`src/rtl/seven_segment_monitor.sv`:
```
// Passive monitor for a multiplexed seven-segment bus: rebuilds a coherent hex frame,
// checks per-digit dwell against a window and flags overlapping anodes.
module seven_segment_monitor #(
  parameter int unsigned NUM_DIGITS             = 8,
  parameter int unsigned CLK_FREQUENCY          = 100_000_000,
  parameter int unsigned MIN_SEGMENT_DISPLAY_US = 10_000,
  parameter int unsigned TOLERANCE_CLKS         = 2,
  parameter int unsigned ANODE_ACTIVE_LOW       = 1,
  parameter int unsigned SEGMENT_ACTIVE_LOW     = 1
) (
  input  logic                    clk,
  input  logic                    rst,
  input  logic [6:0]              segments,
  input  logic                    dp,
  input  logic [NUM_DIGITS-1:0]   anode,
  output logic                    new_value,
  output logic [4*NUM_DIGITS-1:0] display_val,
  output logic [NUM_DIGITS-1:0]   display_dp,
  output logic [NUM_DIGITS-1:0]   digit_valid,
  output logic                    timing_err,
  output logic                    multi_anode_err,
  output logic [15:0]             err_count
);

  localparam int unsigned DWELL_CLKS = CLK_FREQUENCY / 1_000_000 * MIN_SEGMENT_DISPLAY_US;
  localparam int unsigned CW = $clog2(DWELL_CLKS + TOLERANCE_CLKS + 2) + 1;
  localparam int unsigned LO = (DWELL_CLKS > TOLERANCE_CLKS) ? DWELL_CLKS - TOLERANCE_CLKS : 0;
  localparam int unsigned HI = DWELL_CLKS + TOLERANCE_CLKS;
  localparam int unsigned IW = (NUM_DIGITS > 1) ? $clog2(NUM_DIGITS) : 1;
  localparam logic [CW-1:0] LO_C  = CW'(LO);
  localparam logic [CW-1:0] HI_C  = CW'(HI);
  localparam logic [CW-1:0] ONE_C = CW'(1);

  typedef enum logic {SYNC, TRACK} state_t;

  function automatic logic [4:0] popcount(input logic [NUM_DIGITS-1:0] v);
    logic [4:0] c;
    c = '0;
    for (int unsigned i = 0; i < NUM_DIGITS; i++) c = c + {4'b0000, v[i]};
    return c;
  endfunction

  logic [NUM_DIGITS-1:0]   an, an_prev_q;
  logic [6:0]              seg, seg_n;
  logic                    dpi;
  logic [4:0]              an_cnt, prev_cnt;
  logic                    sel, multi, prev_single, prev_multi, multi_entry;
  logic [IW-1:0]           idx;
  logic [3:0]              nib;
  logic                    nib_ok;

  state_t                  state_q, state_d;
  logic [CW-1:0]           cnt_q, cnt_d;
  logic [NUM_DIGITS-1:0]   mask_q, mask_d;
  logic                    tfail, publish;
  logic                    merr_q, merr_d;
  logic [15:0]             err_q, err_d;
  logic                    new_value_q, timing_err_q;

  logic [4*NUM_DIGITS-1:0] sh_val_q, pub_val_q;
  logic [NUM_DIGITS-1:0]   sh_ok_q, sh_dp_q, pub_ok_q, pub_dp_q;

  assign an  = (ANODE_ACTIVE_LOW != 0)   ? ~anode    : anode;
  assign seg = (SEGMENT_ACTIVE_LOW != 0) ? ~segments : segments;
  assign dpi = (SEGMENT_ACTIVE_LOW != 0) ? ~dp       : dp;
  assign seg_n = ~seg;

  assign an_cnt      = popcount(an);
  assign prev_cnt    = popcount(an_prev_q);
  assign sel         = (an_cnt == 5'd1);
  assign multi       = (an_cnt > 5'd1);
  assign prev_single = (prev_cnt == 5'd1);
  assign prev_multi  = (prev_cnt > 5'd1);
  assign multi_entry = multi && !prev_multi;

  always_comb begin
    idx = '0;
    for (int unsigned i = 0; i < NUM_DIGITS; i++) begin
      if (an[i]) idx = IW'(i);
    end
  end

  // Glyph table is written in active-low form (bit6 = A ... bit0 = G).
  always_comb begin
    nib    = '0;
    nib_ok = 1'b1;
    case (seg_n)
      7'b0000001: nib = 4'h0;
      7'b1001111: nib = 4'h1;
      7'b0010010: nib = 4'h2;
      7'b0000110: nib = 4'h3;
      7'b1001100: nib = 4'h4;
      7'b0100100: nib = 4'h5;
      7'b0100000: nib = 4'h6;
      7'b0001111: nib = 4'h7;
      7'b0000000: nib = 4'h8;
      7'b0000100: nib = 4'h9;
      7'b0001000: nib = 4'hA;
      7'b1100000: nib = 4'hB;
      7'b0110001: nib = 4'hC;
      7'b1000010: nib = 4'hD;
      7'b0110000: nib = 4'hE;
      7'b0111000: nib = 4'hF;
      default: begin
        nib    = '0;
        nib_ok = 1'b0;
      end
    endcase
  end

  always_comb begin
    state_d = state_q;
    cnt_d   = cnt_q;
    mask_d  = mask_q;
    merr_d  = merr_q;
    tfail   = 1'b0;
    publish = 1'b0;
    if (multi) begin
      state_d = SYNC;
      cnt_d   = '0;
      mask_d  = '0;
      merr_d  = 1'b1;
    end else begin
      case (state_q)
        SYNC: begin
          cnt_d  = '0;
          mask_d = '0;
          if (sel) begin
            state_d = TRACK;
            cnt_d   = ONE_C;
          end
        end
        TRACK: begin
          if (cnt_q != '1) cnt_d = cnt_q + ONE_C;
          // Only a digit that was shown alone is judged; leaving a blank gap is not.
          if (an != an_prev_q) begin
            cnt_d = ONE_C;
            if (prev_single) begin
              if (cnt_q < LO_C || cnt_q > HI_C) tfail = 1'b1;
              else mask_d = mask_q | an_prev_q;
            end
          end
          if (mask_d == '1) begin
            publish = 1'b1;
            mask_d  = '0;
          end
        end
        default: state_d = SYNC;
      endcase
    end
  end

  always_comb begin
    err_d = err_q;
    if ((tfail || multi_entry) && err_q != '1) err_d = err_q + 16'd1;
  end

  always_ff @(posedge clk) begin
    if (rst) begin
      state_q      <= SYNC;
      cnt_q        <= '0;
      mask_q       <= '0;
      an_prev_q    <= '0;
      merr_q       <= 1'b0;
      err_q        <= '0;
      new_value_q  <= 1'b0;
      timing_err_q <= 1'b0;
      sh_val_q     <= '0;
      sh_ok_q      <= '0;
      sh_dp_q      <= '0;
      pub_val_q    <= '0;
      pub_ok_q     <= '0;
      pub_dp_q     <= '0;
    end else begin
      state_q      <= state_d;
      cnt_q        <= cnt_d;
      mask_q       <= mask_d;
      an_prev_q    <= an;
      merr_q       <= merr_d;
      err_q        <= err_d;
      new_value_q  <= publish;
      timing_err_q <= tfail;
      if (sel) begin
        sh_val_q[4*idx +: 4] <= nib;
        sh_ok_q[idx]         <= nib_ok;
        sh_dp_q[idx]         <= dpi;
      end
      if (publish) begin
        pub_val_q <= sh_val_q;
        pub_ok_q  <= sh_ok_q;
        pub_dp_q  <= sh_dp_q;
      end
    end
  end

  assign new_value       = new_value_q;
  assign timing_err      = timing_err_q;
  assign multi_anode_err = merr_q;
  assign err_count       = err_q;
  assign display_val     = pub_val_q;
  assign display_dp      = pub_dp_q;
  assign digit_valid     = pub_ok_q;

endmodule

```
`config.mk`:
```
export PLATFORM = sky130hd
export DESIGN_NAME = seven_segment_monitor
export DESIGN_NICKNAME = d
export VERILOG_FILES = /design/src/rtl/seven_segment_monitor.sv
export SDC_FILE = /design/constraint.sdc
export NUM_CORES = 1
export LEC_CHECK = 0
export BUFFER_PORTS_ARGS = -buffer_cell sky130_fd_sc_hd__buf_2
export CAP_MARGIN = 20
export CORE_ASPECT_RATIO = 0.8
export CORE_MARGIN = 2
export CORE_UTILIZATION = 60
export CTS_CLUSTER_SIZE = 12
export DETAILED_ROUTE_END_ITERATION = 12
export HOLD_SLACK_MARGIN = 0.08
export PLACE_DENSITY = 0.83
export SETUP_SLACK_MARGIN = 0.02
export SYNTH_ARGS = -nofsm -noshare
export SYNTH_HDL_FRONTEND = slang
export SYNTH_SLANG_ARGS = --single-unit
```
`constraint.sdc`:
```
create_clock -name clk -period 9.8 [get_ports clk]
set_clock_uncertainty 0.05 [all_clocks]
set_input_delay 1.96 -clock clk [delete_from_list [all_inputs] [get_ports clk]]
set_output_delay 1.96 -clock clk [all_outputs]
set_load 0.005 [all_outputs]
```
==> impl_metrics.csv, run 1 <==
group,metric,value,unit
status,status,"finished clean",
clock_network,cts-root-buf,"clkbuf_16",
synthesis,syn_nets,855,
synthesis,ys.flop_type,"dfxtp_1",
clock_network,cts.repair.resized,0,
sta,setup_ws,3.00,ns
sta,layout_min_cycle_time,6.80,ns
global_route,grt_pass1_wl,29000,um
layout,area_growth,14.4,%
pwr,intPower,1.10,mW
clock_network,post-cts-setup-buffer-count,0,
clock_network,numCtsBuffers,17,
worst_setup_path,cp_slowest_stage_delay,0.89,ns
global_route,antenna_found_initial,0,
synthesis,avgSynthCellArea,8.98,um^2
clock_network,clkLatencyLatePin,0.43,ns
drt,first_pass_iters,6,
synthesis,yosys_warnings,0,
clock_network,cts.clk_slew.worst_paths,0.06,ns
clock_network,cts_max_level,4,
drt,routed-wl-met2,8180,um
floorplanning,die_h,103,um
synthesis,yosysTopAreaCell,"dfxtp_1",
synthesis,ys_top_cells_by_area,"dfxtp_1 (42%), nor2_1 (5.7%), mux2i_1 (4.0%)",
global_route,grt_pass1_vias,5838,
clock_network,numClockSinks,153,
worst_setup_path,startpoint_type,"input pin",
placement,preCtsSetupSlack,2.65,ns
worst_setup_path,cpMaxStageDelayCell,"and3_1",
synthesis,synth-seq-cells,153,
drt,num_vias,6390,
pwr,p_leak,3.37,nW
layout,final_util,0.697,
synthesis,syn_inst,816,
layout,layout-drive-gt1-share,0.167,
sta,max_freq,147,MHz
worst_setup_path,path_cells,"buf_2 -> inv_1 -> fa_1 -> fa_1 -> fa_1 -> ha_1 -> fa_1 -> or2_2 -> o21ai_0 -> and3_1 -> a32oi_1 -> nor3_1 -> nand3_1 -> mux2_2",
pwr,p_sw_frac,0.256,
pwr,p_total,1.47,mW
placement,io_buffers,84,
placement,place.gp.congestion,0.958,
drt,wl_per_cell,17.2,um
pwr,pwr-share-clk,0.464,
worst_setup_path,cp_common_cell,"fa_1",
drt,topRoutingLayerUsed,"met4",
worst_hold_path,worstHoldPathType,"reg2reg",
placement,dp_hpwl,12100,um
clock_network,hold_buffers,0,
clock_network,cts_tree,"done",
pwr,p_switching,377,uW
drt,routed_wl,17800,um
worst_setup_path,crit_fanout,27,
synthesis,ys_seq_area_frac,0.418,
floorplanning,core_area,12000,um^2
worst_setup_path,crit_type,"in2reg",
worst_setup_path,required,10.06,ns
sta,finalSetupViolCount,0,
worst_setup_path,end_kind,"register",
clock_network,cts_buffer_depth,2,
synthesis,ys_types,65,
drt,vias_per_cell,6.19,
floorplanning,die_area,13100,um^2
drt,wl_met3,1470,um
drt,route.layer.met1.wl,7860,um
sta,drv_slew,0,
sta,rsz0062_at_grt,"false",
drt,drt_iter0_drc,702,
layout,antenna_cells,0,
drt,drcViolationCount,0,
floorplanning,initial_core_util,0.609,
pwr,p_seq_frac,0.435,
flow_run,drv_cap,0,
sta,hold_viol,0,
floorplanning,die_w,128,um
sta,slew_headroom,0.198,
global_route,grt_max_degree,110,
synthesis,synth-async-reset-ratio,0,
layout,final_nets,907,
floorplanning,pin_count,85,
synthesis,synth.top_cell.area_share,0.418,
sta,fin_crit_sh,0.694,
pwr,p_comb_frac,0.100,
pwr,power.density,176,nW/um^2
synthesis,synth_edf_count,0,
sta,worst_slew_pin_slew,1.20,ns
global_route,track_usage,0.278,
pwr,ir_worst_vdd,0.136,mV
global_route,grt_overflow_total,0,
worst_setup_path,crit_arrival,7.06,ns
synthesis,syn_area,7330,um^2
drt,ant_nets,0,
floorplanning,row_count,36,
sta,fin_tns_setup,0,ns
-- metrics by stage --
stage	instance area [um^2]	std cells	hold slack (ns)
2_1_floorplan	7330	816	0.387
3_3_place_gp	7740	999	0.401
3_5_place_dp	7740	999	0.402
4_1_cts	8360	1031	0.410
5_1_grt	8390	1033	0.434
6_report	8390	1033	0.408
-- state kept, by name, indices dropped and copies added, names as in the netlist --
register         flops
cnt_q               21
multi_anode_err      1
mask_q               8
new_value            1
sh_ok_q              8
err_count           16
timing_err           1
digit_valid          8
an_prev_q            8
sh_dp_q              8
state_q              1
display_val         32
display_dp           8
sh_val_q            32
-- synthesized netlist by cell type (5+ instances only) --
cell	number
dfxtp_1	153
and4_1	7
a211oi_1	18
nor4_1	14
xnor2_1	23
a21oi_1	40
and2_1	8
nand2_1	36
xor2_1	13
nand3_1	20
nor2_1	112
o21ai_0	8
nor4b_1	9
clkbuf_1	46
a31oi_1	8
ha_1	13
nor3_1	21
nand2b_1	30
fa_1	8
o31ai_2	9
mux2i_1	29
nand4_1	32
a2bb2oi_1	25
buf_2	5
inv_1	35
o31ai_1	15
-- per-layer routing --
metal | vias to the layer above | GRT usage
li1 | 3048 | -
met1 | 3029 | 0.376
met2 | 277 | 0.445
met3 | 36 | 0.0758
met4 | 0 | 0.0719
met5 | - | 0
-- final cells by class --
type / count / area, um^2
sequential: 153 / 3060
timing repair buffer: 89 / 468
clock buffer: 19 / 453
inverter: 35 / 131
clock inverter: 13 / 169
tap: 152 / 190
multi-input combinational: 572 / 3910
fill: 894 / 3640
-- cell usage in the layout (no fill, tap or decap), types with 9 or more instances in the layout --
| cell type | instances |
|---|---|
| nand3_1 | 20 |
| nor3_1 | 21 |
| a211oi_1 | 18 |
| xor2_1 | 13 |
| nand2b_1 | 30 |
| nor2_1 | 112 |
| a21oi_1 | 40 |
| nand2_1 | 36 |
| xnor2_1 | 23 |
| buf_2 | 83 |
| ha_1 | 13 |
| mux2i_1 | 29 |
| dfxtp_1 | 153 |
| inv_1 | 35 |
| nor4b_1 | 9 |
| clkbuf_16 | 17 |
| a2bb2oi_1 | 25 |
| o31ai_2 | 9 |
| o31ai_1 | 15 |
| nand4_1 | 32 |
| nor4_1 | 12 |
-- power groups by stage --
stage	logic [mW]	registers, mW	clock network (mW)
4_1_cts	0.145	0.642	0.689
5_1_grt	0.167	0.643	0.718
3_5_place_dp	0.144	0.656	0
6_report	0.148	0.642	0.685
3_3_place_gp	0.137	0.655	0
2_1_floorplan	0.107	0.653	0
-- worst max-delay path, delay by kind of cell --
kind / cells / cell delay [ns]
AOI/OAI and AO/OA: 2 / 0.82
and+or+nand+nor: 4 / 1.74
buffers and inverters: 2 / 0.19
adders and majority gates: 5 / 2.08
muxes: 1 / 0.28
-- logic make-up (layout without fill, tap and decap cells) --
family | after synthesis | count (layout) | synth area share
AND/OR/NAND/NOR | 329 | 329 | 0.244
AO/OA/AOI/OAI | 156 | 156 | 0.160
XOR/XNOR | 36 | 36 | 0.0430
buffers and inverters | 91 | 156 | 0.0500
flip-flops | 153 | 153 | 0.418
multiplexers | 30 | 30 | 0.0411
adder cells (fa/ha/maj) | 21 | 21 | 0.0440
-- worst paths after layout --
check / from / endpoint / slack (ns) / cells after the start
setup / recovery: anode[0] / err_count[6]$_SDFFE_PP0P_ / 3.00 / 14
hold / removal: sh_val_q[27]$_SDFFE_PP0P_ / sh_val_q[27]$_SDFFE_PP0P_ / 0.41 / 2
setup reg to reg: an_prev_q[0]$_SDFF_PP0_ / mask_q[0]$_SDFF_PP0_ / 4.25 / 15
hold reg to reg: sh_val_q[27]$_SDFFE_PP0P_ / sh_val_q[27]$_SDFFE_PP0P_ / 0.41 / 2
(Power assumes the default switching activity.)
==> run 2: changes to the inputs <==
CORE_UTILIZATION = 53   (was 60)
PLACE_DENSITY = 0.77   (was 0.83)
clock period = 6.1 ns   (was 9.8 ns; I/O delays follow)
==> impl_metrics.csv, run 2 (same netlist as run 1, synthesis figures left out) <==
group,metric,value,unit
worst_setup_path,startpoint_type,"register",
clock_network,hold_buffers,0,
sta,max_freq,185,MHz
drt,vias_per_cell,5.86,
floorplanning,die_area,14800,um^2
sta,drv_slew,0,
drt,drt_iter0_drc,451,
clock_network,post-cts-setup-buffer-count,0,
drt,first_pass_iters,7,
clock_network,cts_tree,"done",
sta,rsz0062_at_grt,"false",
worst_setup_path,cp_slowest_stage_delay,1.05,ns
floorplanning,initial_core_util,0.541,
layout,layout-drive-gt1-share,0.168,
floorplanning,pin_count,85,
drt,num_vias,6255,
layout,n_fill_cell,1176,
placement,place.gp.congestion,0.850,
pwr,p_leak,3.40,nW
worst_setup_path,end_kind,"register",
clock_network,cts-root-buf,"clkbuf_16",
pwr,p_total,2.40,mW
worst_hold_path,worstHoldPathType,"reg2reg",
drt,drcViolationCount,0,
placement,dp_hpwl,11700,um
clock_network,numClockSinks,153,
drt,ant_nets,0,
clock_network,cts_max_level,4,
global_route,grt_max_degree,73,
clock_network,clkLatencyLatePin,0.42,ns
worst_setup_path,crit_family,"adder cells",
drt,routed_wl,17300,um
worst_setup_path,crit_fanout,24,
floorplanning,row_count,38,
worst_setup_path,cpMaxStageDelayCell,"or4_1",
worst_setup_path,worst-path-buf-inv,3,
flow_run,drv_cap,0,
layout,area_growth,15.5,%
worst_setup_path,crit_type,"reg2reg",
global_route,grt_overflow_total,0,
status,status,"finished clean",
sta,hold_viol,0,
layout,final_common_cell,"dfxtp_1",
global_route,grt_pass1_wl,28500,um
sta,worst_slew_pin_slew,1.09,ns
global_route,antenna_found_initial,0,
placement,io_buffers,84,
pwr,power.density,283,nW/um^2
layout,register_area,3060,um^2
sta,slew_headroom,0.274,
floorplanning,core_area,13600,um^2
layout,antenna_cells,0,
sta,layout_min_cycle_time,5.40,ns
layout,layout_common_cells,"dfxtp_1 (153), nor2_1 (112), buf_2 (83), a21oi_1 (40), nand2_1 (36)",
floorplanning,die_h,109,um
sta,fin_crit_sh,0.885,
global_route,grt_pass1_vias,5723,
clock_network,cts.repair.resized,0,
worst_setup_path,required,6.34,ns
clock_network,cts_buffer_depth,2,
global_route,track_usage,0.241,
floorplanning,die_w,135,um
worst_setup_path,crit_arrival,5.64,ns
worst_setup_path,cp_common_cell,"fa_1",
sta,finalSetupViolCount,0,
sta,fin_tns_setup,0,ns
layout,multi_input_area,3900,um^2
layout,final_nets,914,
clock_network,cts.clk_slew.worst_paths,0.06,ns
worst_setup_path,path_cells,"fa_1 -> inv_1 -> fa_1 -> fa_1 -> inv_1 -> ha_1 -> inv_1 -> fa_1 -> and3b_1 -> a41o_1 -> o211a_1 -> a31oi_1 -> or4_1 -> o21ai_2 -> nor2_1",
clock_network,numCtsBuffers,17,
pwr,ir_worst_vdd,0.205,mV
drt,wl_per_cell,16.2,um
## run 2: area by class of cell
class | count | area share
multi-input combinational | 572 | 0.461
tap | 180 | 0.0266
sequential | 153 | 0.362
inverter | 35 | 0.0155
clock buffer | 22 | 0.0549
timing repair buffer | 96 | 0.0606
clock inverter | 10 | 0.0197
## run 2: worst paths after layout
path              cells after the start                   endpoint  slack (ns)                      start
setup / recovery                     15       mask_q[7]$_SDFF_PP0_        0.70    an_prev_q[0]$_SDFF_PP0_
hold / removal                        2  sh_val_q[27]$_SDFFE_PP0P_        0.41  sh_val_q[27]$_SDFFE_PP0P_
setup reg to reg                     15       mask_q[7]$_SDFF_PP0_        0.70    an_prev_q[0]$_SDFF_PP0_
hold reg to reg                       2  sh_val_q[27]$_SDFFE_PP0P_        0.41  sh_val_q[27]$_SDFFE_PP0P_
## run 2: worst register-to-register path, cell delays in order, from the launching register on
cell and delay, ns:
dfxtp_1 0.35, fa_1 0.56, inv_1 0.05, fa_1 0.49
fa_1 0.41, inv_1 0.06, ha_1 0.17, inv_1 0.06
fa_1 0.49, and3b_1 0.16, a41o_1 0.15, o211a_1 0.38
a31oi_1 0.23, or4_1 1.05, o21ai_2 0.55, nor2_1 0.08
## run 2: per-stage QoR
stage | cell area [um^2] | hold slack, ns | setup slack (ns) | std cells | utilization
after CTS | 8460 | 0.415 | 0.723 | 1068 | 0.624
after global routing | 8460 | 0.432 | 0.429 | 1068 | 0.624
after floorplan | 7330 | 0.387 | 0.914 | 816 | -
final | 8460 | 0.414 | 0.701 | 1068 | 0.624
after global placement | 7830 | 0.403 | 0.689 | 1036 | 0.578
after detailed placement | 7830 | 0.408 | 0.600 | 1036 | 0.578
## run 2: report_power, final
| group | switching [mW] | internal [mW] |
|---|---|---|
| logic | 0.158 | 0.0868 |
| registers | 0.0165 | 1.01 |
| clock network | 0.412 | 0.709 |
| total | 0.587 | 1.81 |
## run 2: routing by layer
metal	up-vias	part of all wire	track usage
met5	-	0	0
met4	0	0.011	0.0744
li1	3058	-	-
met1	2994	0.49	0.344
met2	182	0.44	0.367
met3	21	0.060	0.0516
==> run 3: changes to the inputs <==
CELL_PAD_IN_SITES_DETAIL_PLACEMENT = 1   (was default)
CELL_PAD_IN_SITES_GLOBAL_PLACEMENT = 2   (was default)
CORE_UTILIZATION = 33   (was 53)
PLACE_DENSITY = 0.78   (was 0.77)
==> impl_metrics.csv, run 3 (same netlist as run 1, synthesis figures left out) <==
group,metric,value,unit
sta,fin_crit_sh,0.876,
pwr,p_sw_frac,0.266,
clock_network,cts.repair.resized,0,
placement,placed_area,8000,um^2
sta,rsz0062_at_grt,"false",
drt,routed_wl,20500,um
layout,antenna_cells,0,
floorplanning,pin_count,85,
layout,final_util,0.395,
layout,layout-drive-gt1-share,0.170,
drt,drt_iter0_drc,339,
floorplanning,die_area,23400,um^2
drt,first_pass_iters,4,
flow_run,drv_cap,0,
layout,area_growth,16.9,%
layout,fin_cells,1189,
global_route,antenna_found_initial,0,
worst_setup_path,crit_fanout,13,
floorplanning,initial_core_util,0.338,
worst_setup_path,required,6.35,ns
sta,fin_tns_setup,0,ns
global_route,grt_pass1_wl,34100,um
clock_network,cts-root-buf,"clkbuf_16",
clock_network,numCtsBuffers,17,
pwr,p_leak,3.38,nW
drt,ant_nets,0,
sta,layout_min_cycle_time,5.34,ns
global_route,grt_overflow_total,0,
pwr,p_comb_frac,0.108,
floorplanning,core_area,21700,um^2
placement,io_buffers,84,
worst_hold_path,worstHoldPathType,"reg2reg",
placement,dp_cells,1158,
clock_network,numClockSinks,153,
global_route,grt_pass1_vias,6286,
pwr,p_seq_frac,0.442,
floorplanning,die_w,171,um
global_route,track_usage,0.185,
clock_network,cts_tree,"done",
global_route,grt_max_degree,99,
drt,wl_per_cell,17.3,um
layout,fin_area,8560,um^2
layout,layout_common_cells,"dfxtp_1 (153), nor2_1 (112), buf_2 (83), a21oi_1 (40), nand2_1 (36)",
pwr,intPower,1.71,mW
sta,hold_viol,0,
clock_network,cts_max_level,4,
sta,slew_headroom,0.340,
floorplanning,die_h,137,um
worst_setup_path,end_kind,"register",
pwr,p_switching,622,uW
pwr,ir_worst_vdd,0.165,mV
sta,max_freq,187,MHz
clock_network,hold_buffers,0,
placement,dp_hpwl,14200,um
worst_hold_path,min_path_cells,2,
clock_network,cts.clk_slew.worst_paths,0.07,ns
worst_setup_path,crit_arrival,5.60,ns
drt,vias_per_cell,5.21,
clock_network,clkLatencyLatePin,0.43,ns
worst_setup_path,worst_r2r_path_depth,16,
worst_setup_path,crit_type,"reg2reg",
sta,finalSetupViolCount,0,
pwr,pwr-share-clk,0.451,
sta,drv_slew,0,
layout,final_nets,916,
worst_setup_path,startpoint_type,"register",
drt,drcViolationCount,0,
clock_network,post-cts-setup-buffer-count,0,
floorplanning,row_count,48,
clock_network,cts_buffer_depth,2,
pwr,power.density,273,nW/um^2
pwr,p_total,2.33,mW
sta,worst_slew_pin_slew,0.989,ns
layout,final_common_cell,"dfxtp_1",
drt,num_vias,6196,
placement,place.gp.congestion,0.777,
status,status,"finished clean",
==> run 3: worst max-delay path, cell delays in order, from the launching register on <==
cell and delay [ns]:
dfxtp_1 0.36, fa_1 0.55, inv_1 0.05, fa_1 0.51, fa_1 0.42, inv_1 0.07, ha_1 0.17, inv_1 0.06
fa_1 0.50, and3b_1 0.15, a41o_1 0.17, o211a_1 0.39, a31oi_1 0.26, or4_1 0.85, buf_4 0.33, o31ai_1 0.25
a21oi_1 0.10
==> run 3: power by group through the flow <==
stage	Combinational, mW	Clock (mW)	Sequential (mW)
floorplan	0.171	0	1.05
global placement	0.246	0	1.05
detailed placement	0.252	0	1.05
CTS	0.253	1.08	1.03
global route	0.286	1.12	1.03
finish	0.251	1.05	1.03
==> run 3: per-stage QoR <==
step / hold slack, ns / setup slack (ns)
after floorplan: 0.387 / 0.914
after global placement: 0.405 / 0.493
after detailed placement: 0.412 / 0.290
after CTS: 0.424 / 0.689
after global routing: 0.433 / 0.411
final: 0.419 / 0.755
==> run 3: final timing paths <==
kind | startpoint | to | slack, ns
worst max-delay path | an_prev_q[0]$_SDFF_PP0_ | display_dp[1]$_SDFFE_PP0P_ | 0.76
worst min-delay path | sh_ok_q[6]$_SDFFE_PP0P_ | digit_valid[6]$_SDFFE_PP0P_ | 0.42
worst max register to register | an_prev_q[0]$_SDFF_PP0_ | display_dp[1]$_SDFFE_PP0P_ | 0.76
worst min register to register | sh_ok_q[6]$_SDFFE_PP0P_ | digit_valid[6]$_SDFFE_PP0P_ | 0.42
==> run 3: area by class of cell <==
class / instances / area [um^2]
clock buffers: 20 / 447
fillers: 2540 / 13100
multi-input cells: 572 / 3900
well taps: 300 / 375
inverters: 35 / 131
repair buffers: 98 / 528
clock inverters: 11 / 121
flip-flops and latches: 153 / 3060
==> run 3: layer usage <==
| layer | GRT usage | vias up | share of wire |
|---|---|---|---|
| met5 | 0 | - | 0 |
| li1 | - | 3057 | - |
| met3 | 0.0336 | 16 | 0.032 |
| met4 | 0.0527 | 0 | 0.011 |
| met1 | 0.270 | 3027 | 0.54 |
| met2 | 0.277 | 96 | 0.42 |
